==> src/rtl/hilo_file.sv <==
// hilo_file: HI/LO architectural register pair for the multi-issue integer pipe.
// Same-cycle commits from LANES lanes (highest index wins), long-latency
// mul/div completion tracking with a saturating pending counter and a sticky
// protocol error flag. Next-state values are exported for issue-stage bypass.
//
// Optional feature macro: HILO_ACC_EN adds a {HI,LO} +/- product accumulate
// path (inputs acc_valid, acc_sub, acc_prod) ranked between lane writes and
// long_done.
module hilo_file #(
  parameter int LANES    = 2,
  parameter int WIDTH    = 32,
  parameter int MAX_PEND = 3,
  localparam int CW      = $clog2(MAX_PEND + 1)
) (
  input  logic                   clk,
  input  logic                   rst_n,
  input  logic [LANES-1:0]       hi_we,
  input  logic [LANES-1:0]       lo_we,
  input  logic [LANES*WIDTH-1:0] hi_wdata,
  input  logic [LANES*WIDTH-1:0] lo_wdata,
  input  logic                   long_issue,
  input  logic                   long_done,
  input  logic [WIDTH-1:0]       long_hi,
  input  logic [WIDTH-1:0]       long_lo,
  input  logic                   flush,
`ifdef HILO_ACC_EN
  input  logic                   acc_valid,
  input  logic                   acc_sub,
  input  logic [2*WIDTH-1:0]     acc_prod,
`endif
  output logic [WIDTH-1:0]       hi_o,
  output logic [WIDTH-1:0]       lo_o,
  output logic [WIDTH-1:0]       hi_fwd,
  output logic [WIDTH-1:0]       lo_fwd,
  output logic                   busy,
  output logic [CW-1:0]          pend_cnt,
  output logic                   ovf_err
);

  logic [WIDTH-1:0] hi_q, hi_d;
  logic [WIDTH-1:0] lo_q, lo_d;
  logic [CW-1:0]    pend_q, pend_d;
  logic             ovf_q, ovf_d;
  logic             issue_ok;
  logic             done_ok;

  // Pending counter: accept/reject issue and done, flush clears the count.
  always_comb begin
    issue_ok = 1'b0;
    done_ok  = 1'b0;
    pend_d   = pend_q;
    ovf_d    = ovf_q;
    if (flush) begin
      pend_d = '0;
    end else begin
      // A done in the same cycle frees a slot, so a full counter still takes the issue.
      issue_ok = long_issue & ((pend_q < CW'(MAX_PEND)) | long_done);
      done_ok  = long_done & (pend_q != '0);
      if ((long_issue & ~issue_ok) | (long_done & ~done_ok)) begin
        ovf_d = 1'b1;
      end
      pend_d = pend_q + CW'(issue_ok) - CW'(done_ok);
    end
  end

`ifdef HILO_ACC_EN
  logic [2*WIDTH-1:0] acc_sum;

  // Accumulate result, wrapping modulo 2^(2*WIDTH).
  always_comb begin
    if (acc_sub) begin
      acc_sum = {hi_q, lo_q} - acc_prod;
    end else begin
      acc_sum = {hi_q, lo_q} + acc_prod;
    end
  end
`endif

  // HI and LO next value, lowest priority first so later assignments win.
  always_comb begin
    hi_d = hi_q;
    lo_d = lo_q;
    if (done_ok) begin
      hi_d = long_hi;
      lo_d = long_lo;
    end
`ifdef HILO_ACC_EN
    if (acc_valid & ~flush) begin
      hi_d = acc_sum[2*WIDTH-1:WIDTH];
      lo_d = acc_sum[WIDTH-1:0];
    end
`endif
    // Ascending scan leaves the youngest (highest-index) lane's data in place.
    for (int k = 0; k < LANES; k++) begin
      if (hi_we[k]) hi_d = hi_wdata[k*WIDTH +: WIDTH];
      if (lo_we[k]) lo_d = lo_wdata[k*WIDTH +: WIDTH];
    end
  end

  // State registers with asynchronous active-low reset.
  always_ff @(posedge clk or negedge rst_n) begin
    if (!rst_n) begin
      hi_q   <= '0;
      lo_q   <= '0;
      pend_q <= '0;
      ovf_q  <= 1'b0;
    end else begin
      hi_q   <= hi_d;
      lo_q   <= lo_d;
      pend_q <= pend_d;
      ovf_q  <= ovf_d;
    end
  end

  assign hi_o     = hi_q;
  assign lo_o     = lo_q;
  assign hi_fwd   = hi_d;
  assign lo_fwd   = lo_d;
  assign pend_cnt = pend_q;
  assign busy     = (pend_q != '0);
  assign ovf_err  = ovf_q;

endmodule

==> config.mk <==
export PLATFORM = sky130hd
export DESIGN_NAME = hilo_file
export DESIGN_NICKNAME = d
export VERILOG_FILES = /design/src/rtl/hilo_file.sv
export SDC_FILE = /design/constraint.sdc
export NUM_CORES = 1
export LEC_CHECK = 0
export BUFFER_PORTS_ARGS = -buffer_cell sky130_fd_sc_hd__buf_2
export CORE_AREA = 8 8 124 126
export DETAILED_ROUTE_END_ITERATION = 8
export DIE_AREA = 0 0 132 134
export HOLD_SLACK_MARGIN = 0.1
export PLACE_DENSITY = 0.75
export SLEW_MARGIN = 20
export SYNTH_ARGS = -nofsm -noshare
export SYNTH_HDL_FRONTEND = slang
export SYNTH_SLANG_ARGS = --single-unit
==> constraint.sdc <==
create_clock -name clk -period 1.78 [get_ports clk]
set_input_delay 0.267 -clock clk [delete_from_list [all_inputs] [get_ports clk]]
set_output_delay 0.267 -clock clk [all_outputs]
set_load 0.05 [all_outputs]
==> results of run 1 <==
-- Yosys cell counts (2+ instances only) --
master,count
clkbuf_1,48
nor2_1,66
buf_2,3
buf_6,9
ha_1,2
buf_1,2
a32o_1,64
o21ai_0,64
a21oi_1,64
or4_1,64
dfrtp_1,67
inv_1,66
-- kinds of logic (layout without fill, tap and decap cells) --
| kind of cell | count (synthesis) | in the layout | share of synthesized area [%] |
|---|---|---|---|
| adders and majority gates | 2 | 2 | 0.577 |
| buffers and inverters | 128 | 475 | 12.7 |
| DFF | 67 | 67 | 38.7 |
| AOI/OAI and AO/OA | 192 | 192 | 29.5 |
| and+or+nand+nor | 138 | 138 | 18.1 |
| xor gates and xnor gates | 2 | 2 | 0.404 |
-- power groups by stage --
| stage | Sequential (mW) | Combinational, mW | Clock (mW) |
|---|---|---|---|
| global route | 1.83 | 4.36 | 1.80 |
| detailed placement | 1.84 | 3.58 | 0 |
| global placement | 1.83 | 3.58 | 0 |
| finish | 1.81 | 4.14 | 1.70 |
| floorplan | 2.50 | 1.90 | 0 |
| CTS | 1.81 | 4.11 | 1.75 |
-- area by class of cell --
| class | count | area, sq um |
|---|---|---|
| clock inverter | 2 | 10.0 |
| timing repair buffer | 394 | 2710 |
| tap | 180 | 225 |
| inverter | 66 | 251 |
| clock buffer | 13 | 270 |
| multi-input combinational | 334 | 2210 |
| sequential | 67 | 1680 |
| fill | 1242 | 6150 |
-- registers in the layout, summed over array words and instances, names as in the netlist --
register / cells
ovf_err: 1
lo_o: 32
pend_cnt: 2
hi_o: 32
-- repair_timing --
item / in CTS / in global routing
buffers inserted: 1 / 1
hold buffers: 1 / 0
hold endpoints to repair: 67 / 0
setup endpoints to repair: 67 / 67
pin swaps: 1 / 1
gates cloned: 2 / 0
gates resized for setup: 128 / 6
-- routing by layer --
layer,track usage (%),routed length (um),vias up
met5,0,13,-
met4,9.00,533,2
met3,6.32,1660,41
met2,35.3,9780,266
met1,22.2,7120,2546
li1,-,-,2627
-- through the flow --
step                area (sq um)  setup WS, ns  total power, mW  hold WS, ns
finish                      7350        -0.403             7.65        0.176
global route                7350        -0.486             7.99        0.166
CTS                         7330        -0.434             7.67        0.156
detailed placement          6580        -0.140             5.42        0.327
global placement            6580        -0.132             5.42        0.323
floorplan                   4430        -0.425             4.40      -0.0286
-- path summary, 6_finish.rpt --
path	from	to	slack, ns
min in group asynchronous	rst_n	lo_o[2]$_DFF_PN0_	0.51
worst min-delay path	hi_wdata[48]	hi_o[16]$_DFF_PN0_	0.18
worst min register to register	ovf_err$_DFFE_PN0P_	ovf_err$_DFFE_PN0P_	0.51
worst max register to register	pend_cnt[1]$_DFF_PN0_	pend_cnt[0]$_DFF_PN0_	-0.18
max in group asynchronous	rst_n	lo_o[23]$_DFF_PN0_	0.92
worst max-delay path	pend_cnt[1]$_DFF_PN0_	hi_fwd[30]	-0.40
==> metrics.yaml, run 1 <==
drt:
  wl_per_cell_um: 18.1
  drcViolationCount: 0
  routed-via-count: 5482
  drtIter0Drc: 334
  via_per_inst: 5.19
  first_pass_iters: 5
  drt-total-wl_um: 19100
  drtAntennaViolNets: 0
place:
  gp_congestion: 0.881
  hpwl_um: 13900
  port-buffer-count: 332
  dpl.cell_count: 1036
power:
  internal-power_mw: 4.22
  power.density_mw_per_mm2: 1040
  swShare_pct: 44.8
  pwr-share-clk_pct: 22.2
  p_sw_mw: 3.43
  leakagePower_nw: 3.87
  seq_power_share_pct: 23.7
  combPwrFrac_pct: 54.1
  ir_worst_vdd_mv: 0.642
die:
  initial_core_util_pct: 32.1
  die_width_um: 132
  ioPinCount: 333
  die_height_um: 134
  num_rows: 43
  coreArea_sq_mm: 0.0135
  die_area_sq_mm: 0.0177
sta:
  setup_viol: 67
  fin_crit_sh_pct: 123
  fmax_mhz: 458
  slew_violations: 0
  worst_pin_slew_ns: 0.414
  fin_setup_tns_ns: -23.81
  relSlewSlack_pct: 72.4
  rsz0062_at_grt: "true"
  period_needed_ns: 2.18
  worst_slack_ns: -0.403
  clock_skew_ns: 0.00496
  hold_viol_final: 0
layout:
  layout_common_cells: "268 x buf_2, 66 x nor2_1, 65 x inv_1, 65 x dfrtp_1"
  drive_above_1_share_pct: 54.8
  fin_util_pct: 54.5
  fin_nets: 1075
  area_growth_pct: 69.5
  antenna_cells: 0
  layout_commonest_cell: "buf_2"
  instances_no_fill: 1056
yosys:
  ys_ff_latch: 67
  ys_async_sr_fraction_pct: 100
  ys_types: 22
  ys_seq_area_share_pct: 38.7
  yosysWarnings: 0
  avgSynthCellArea_sq_um: 8.20
  yosysTopAreaCell: "dfrtp_1"
  synth_top_area_share_pct: 38.7
  synth_edf_count: 0
  netlist_instances: 529
  synth_ff_type: "dfrtp_1"
  synthTopCellsByArea: "dfrtp_1 39%, a32o_1 15%, or4_1 11%"
  synth_area_sq_mm: 0.00434
  syn_nets: 732
setup_path:
  crit_slowest_cell: "or4_1"
  critPathKind: "reg2out"
  path_depth: 5
  rr_worst_depth: 8
  cp.required_ns: 1.51
  worstPathArrival_ns: 1.92
  worst-path-buf-inv: 2
  max_stage_delay_ns: 0.52
  cp-end-kind: "primary output"
  startpoint_type: "flop"
  worstPathCellList: "nor2_4, buf_12, or4_1, a32o_2, buf_6"
  path_delay_family: "simple AND/OR/NAND/NOR gates"
  cp_max_fo: 30
hold_path:
  worstHoldPathCells: 2
  hold_path.class: "in2reg"
clock_network:
  clockBufferDepth: 2
  htree_levels: 3
  clock_latency_ns: 0.33
  cts.sinks: 67
  clk_pin_slew_worst_paths_ns: 0.06
  cts_tree: "yes"
  cts_made_buffers: 9
  clockRootBuffer: "clkbuf_16"
status:
  violations: "negative setup slack"
  outcome: "finished, violations left"
global_routing:
  gr-usage-all-layers_pct: 20.2
  grt_pass1_wl_um: 29100
  grt_max_degree: 69
  first_global_vias: 5506
  grt_antenna_before_repair: 1
  grt.overflow.total: 0
run:
  cap_violations: 0
(Power assumes the default switching activity.)
==> inputs of run 2 (changes only) <==
Settings changed: PLACE_DENSITY 0.75 to default, PLACE_DENSITY_LB_ADDON from default to 0.05.
==> run 2 against run 1 <==
Against the previous run:
- the run still ends with negative setup slack left
- clock skew is 0.00085 ns higher
- core utilization grew 0.98 points
- worst setup slack worse by 0.026 ns
- maximum frequency fell by 1.2%
- clock power about the same
- sequential share of layout area decreased by 0.40 points
- hold slack improved by 0.0019 ns
- total power is 0.34% lower
- count of clock-buffer cells in the layout increased by 1
- critical endpoint is now lo_fwd[12]
- largest cell class unchanged
==> metrics.yaml, run 2 (synthesis gave the netlist of run 1 again) <==
layout:
  fillCellCount: 1301  # +4.8%
  area_growth_pct: 72.6
  drive_above_1_share_pct: 55.7  # +0.87 points
  layout_common_cells: "267 x buf_2, 66 x nor2_1, 66 x buf_6"
  instances_no_fill: 1074  # +1.7%
  layout_commonest_cell: "buf_2"
  fin_util_pct: 55.4  # +0.98 points
  finalInstanceArea_sq_mm: 0.00749  # +1.8%
  fin_nets: 1089  # +1.3%
drt:
  drtAntennaViolNets: 0  # unchanged
  drt-total-wl_um: 20000  # +4.5%
  routed-via-count: 5561  # +1.4%
  drcViolationCount: 0  # unchanged
  first_pass_iters: 5  # unchanged
  wl_per_cell_um: 18.6  # +2.7%
  via_per_inst: 5.18  # -0.26%
  drtIter0Drc: 237  # -29%
hold_path:
  hold_path.class: "in2reg"
  min_to: "hi_o[8]$_DFF_PN0_"
  worstHoldPathCells: 2  # unchanged
  min_from: "hi_wdata[40]"
sta:
  relSlewSlack_pct: 78.1  # +5.7 points
  clock_skew_ns: 0.00581  # +0.000851 ns
  setup_viol: 67  # unchanged
  fin_setup_tns_ns: -25.21  # -1.39 ns
  fmax_mhz: 453  # -1.2%
  slew_violations: 0  # unchanged
  hold_viol_final: 0  # unchanged
  fin_crit_sh_pct: 124  # +1.4 points
  rsz0062_at_grt: "true"
  period_needed_ns: 2.21  # +0.0258 ns
  whs_ns: 0.178  # +0.00190 ns
  worst_slack_ns: -0.429  # -0.0258 ns
  worst_pin_slew_ns: 0.329  # -0.0852 ns
place:
  port-buffer-count: 332  # unchanged
  hpwl_um: 15300  # +9.9%
  dpl.cell_count: 1052  # +1.5%
  gp_congestion: 0.904  # +2.6%
  dp_slack_ns: -0.167  # -0.0275 ns
  placed_cell_area_sq_mm: 0.00671  # +2.1%
die:
  die_height_um: 134  # unchanged
  coreArea_sq_mm: 0.0135  # unchanged
  die_area_sq_mm: 0.0177  # unchanged
  die_width_um: 132  # unchanged
  ioPinCount: 333  # unchanged
  initial_core_util_pct: 32.1  # unchanged
  num_rows: 43  # unchanged
setup_path:
  critPathKind: "reg2out"
  r2r_end: "pend_cnt[0]$_DFF_PN0_"
  cp_max_fo: 34  # +13%
  worstPathArrival_ns: 1.94  # +0.02 ns
  rr_worst_depth: 8  # unchanged
  cp.required_ns: 1.51  # about the same
  crit_start: "pend_cnt[1]$_DFF_PN0_"
  startpoint_type: "flop"
  r2r_start: "pend_cnt[0]$_DFF_PN0_"
  cp-end-kind: "primary output"
  rrSetupSlack_ns: -0.14  # +0.04 ns
status:
  outcome: "finished, violations left"
  violations: "negative setup slack"
global_routing:
  grt_max_degree: 69  # unchanged
  grt_pass1_wl_um: 30700  # +5.6%
  first_global_vias: 5725  # +4.0%
  grt.overflow.total: 0  # unchanged
  gr-usage-all-layers_pct: 21.4  # +1.1 points
  grt_antenna_before_repair: 3  # +2
power:
  leakagePower_nw: 3.94  # +1.9%
  ir_worst_vdd_mv: 0.612  # -4.7%
  power.density_mw_per_mm2: 1020  # -2.1%
  power.total_mw: 7.63  # -0.34%
clock_network:
  cts_made_buffers: 9  # unchanged
  clockBufferDepth: 2  # unchanged
  cts.sinks: 67  # unchanged
  clk_pin_slew_worst_paths_ns: 0.06  # about the same
  cts_tree: "yes"
  clockRootBuffer: "clkbuf_16"
  htree_levels: 3  # unchanged
  clock_latency_ns: 0.33  # about the same
run:
  cap_violations: 0  # unchanged
[run 2: layer usage]
layer | up-vias | wire (um) | GRT usage (%)
li1 | 2654 | - | -
met1 | 2619 | 7630 | 22.9
met2 | 253 | 10100 | 37.6
met3 | 35 | 1640 | 7.37
met4 | 0 | 543 | 9.13
met5 | - | 0 | 0
[run 2: timing repair]
action,CTS,global route
setup endpoints to repair,66,66
gates resized for setup,124,18
gates cloned,0,1
hold buffers,1,0
pin swaps,0,2
buffers inserted,0,1
endpoints found under the hold margin,20,0
[run 2: area by class of cell]
cell class	count	area [sq um]	share of cell area (%)
Antenna cell	3	7.51	0.100
Clock buffer	14	264	3.53
Tap cell	180	225	3.01
Sequential cell	67	1680	22.4
Multi-Input combinational cell	334	2220	29.7
Inverter	66	251	3.36
Clock inverter	2	10.0	0.134
Timing Repair Buffer	408	2830	37.8
[run 2: worst max path at each step]
stage / endpoint
after floorplan: pend_cnt[0]$_DFF_PN0_
after global placement: hi_fwd[11]
after detailed placement: hi_fwd[11]
after CTS: lo_fwd[13]
after global routing: lo_fwd[22]
final: lo_fwd[12]
[run 2: power by group]
| group | leakage, nW | total [mW] | switching [mW] | internal (mW) |
|---|---|---|---|---|
| clock network | 0.137 | 1.67 | 0.657 | 1.02 |
| registers | 0.792 | 1.82 | 0.110 | 1.71 |
| logic | 3.01 | 4.13 | 2.69 | 1.45 |
| total | 3.94 | 7.63 | 3.45 | 4.18 |
[run 2: critical path, cell delays in order, from the launching register on]
cell and delay (ns):
dfrtp_2 0.39, nor2_4 0.07, clkbuf_16 0.21, or4_1 0.49, a32o_2 0.28, buf_6 0.16
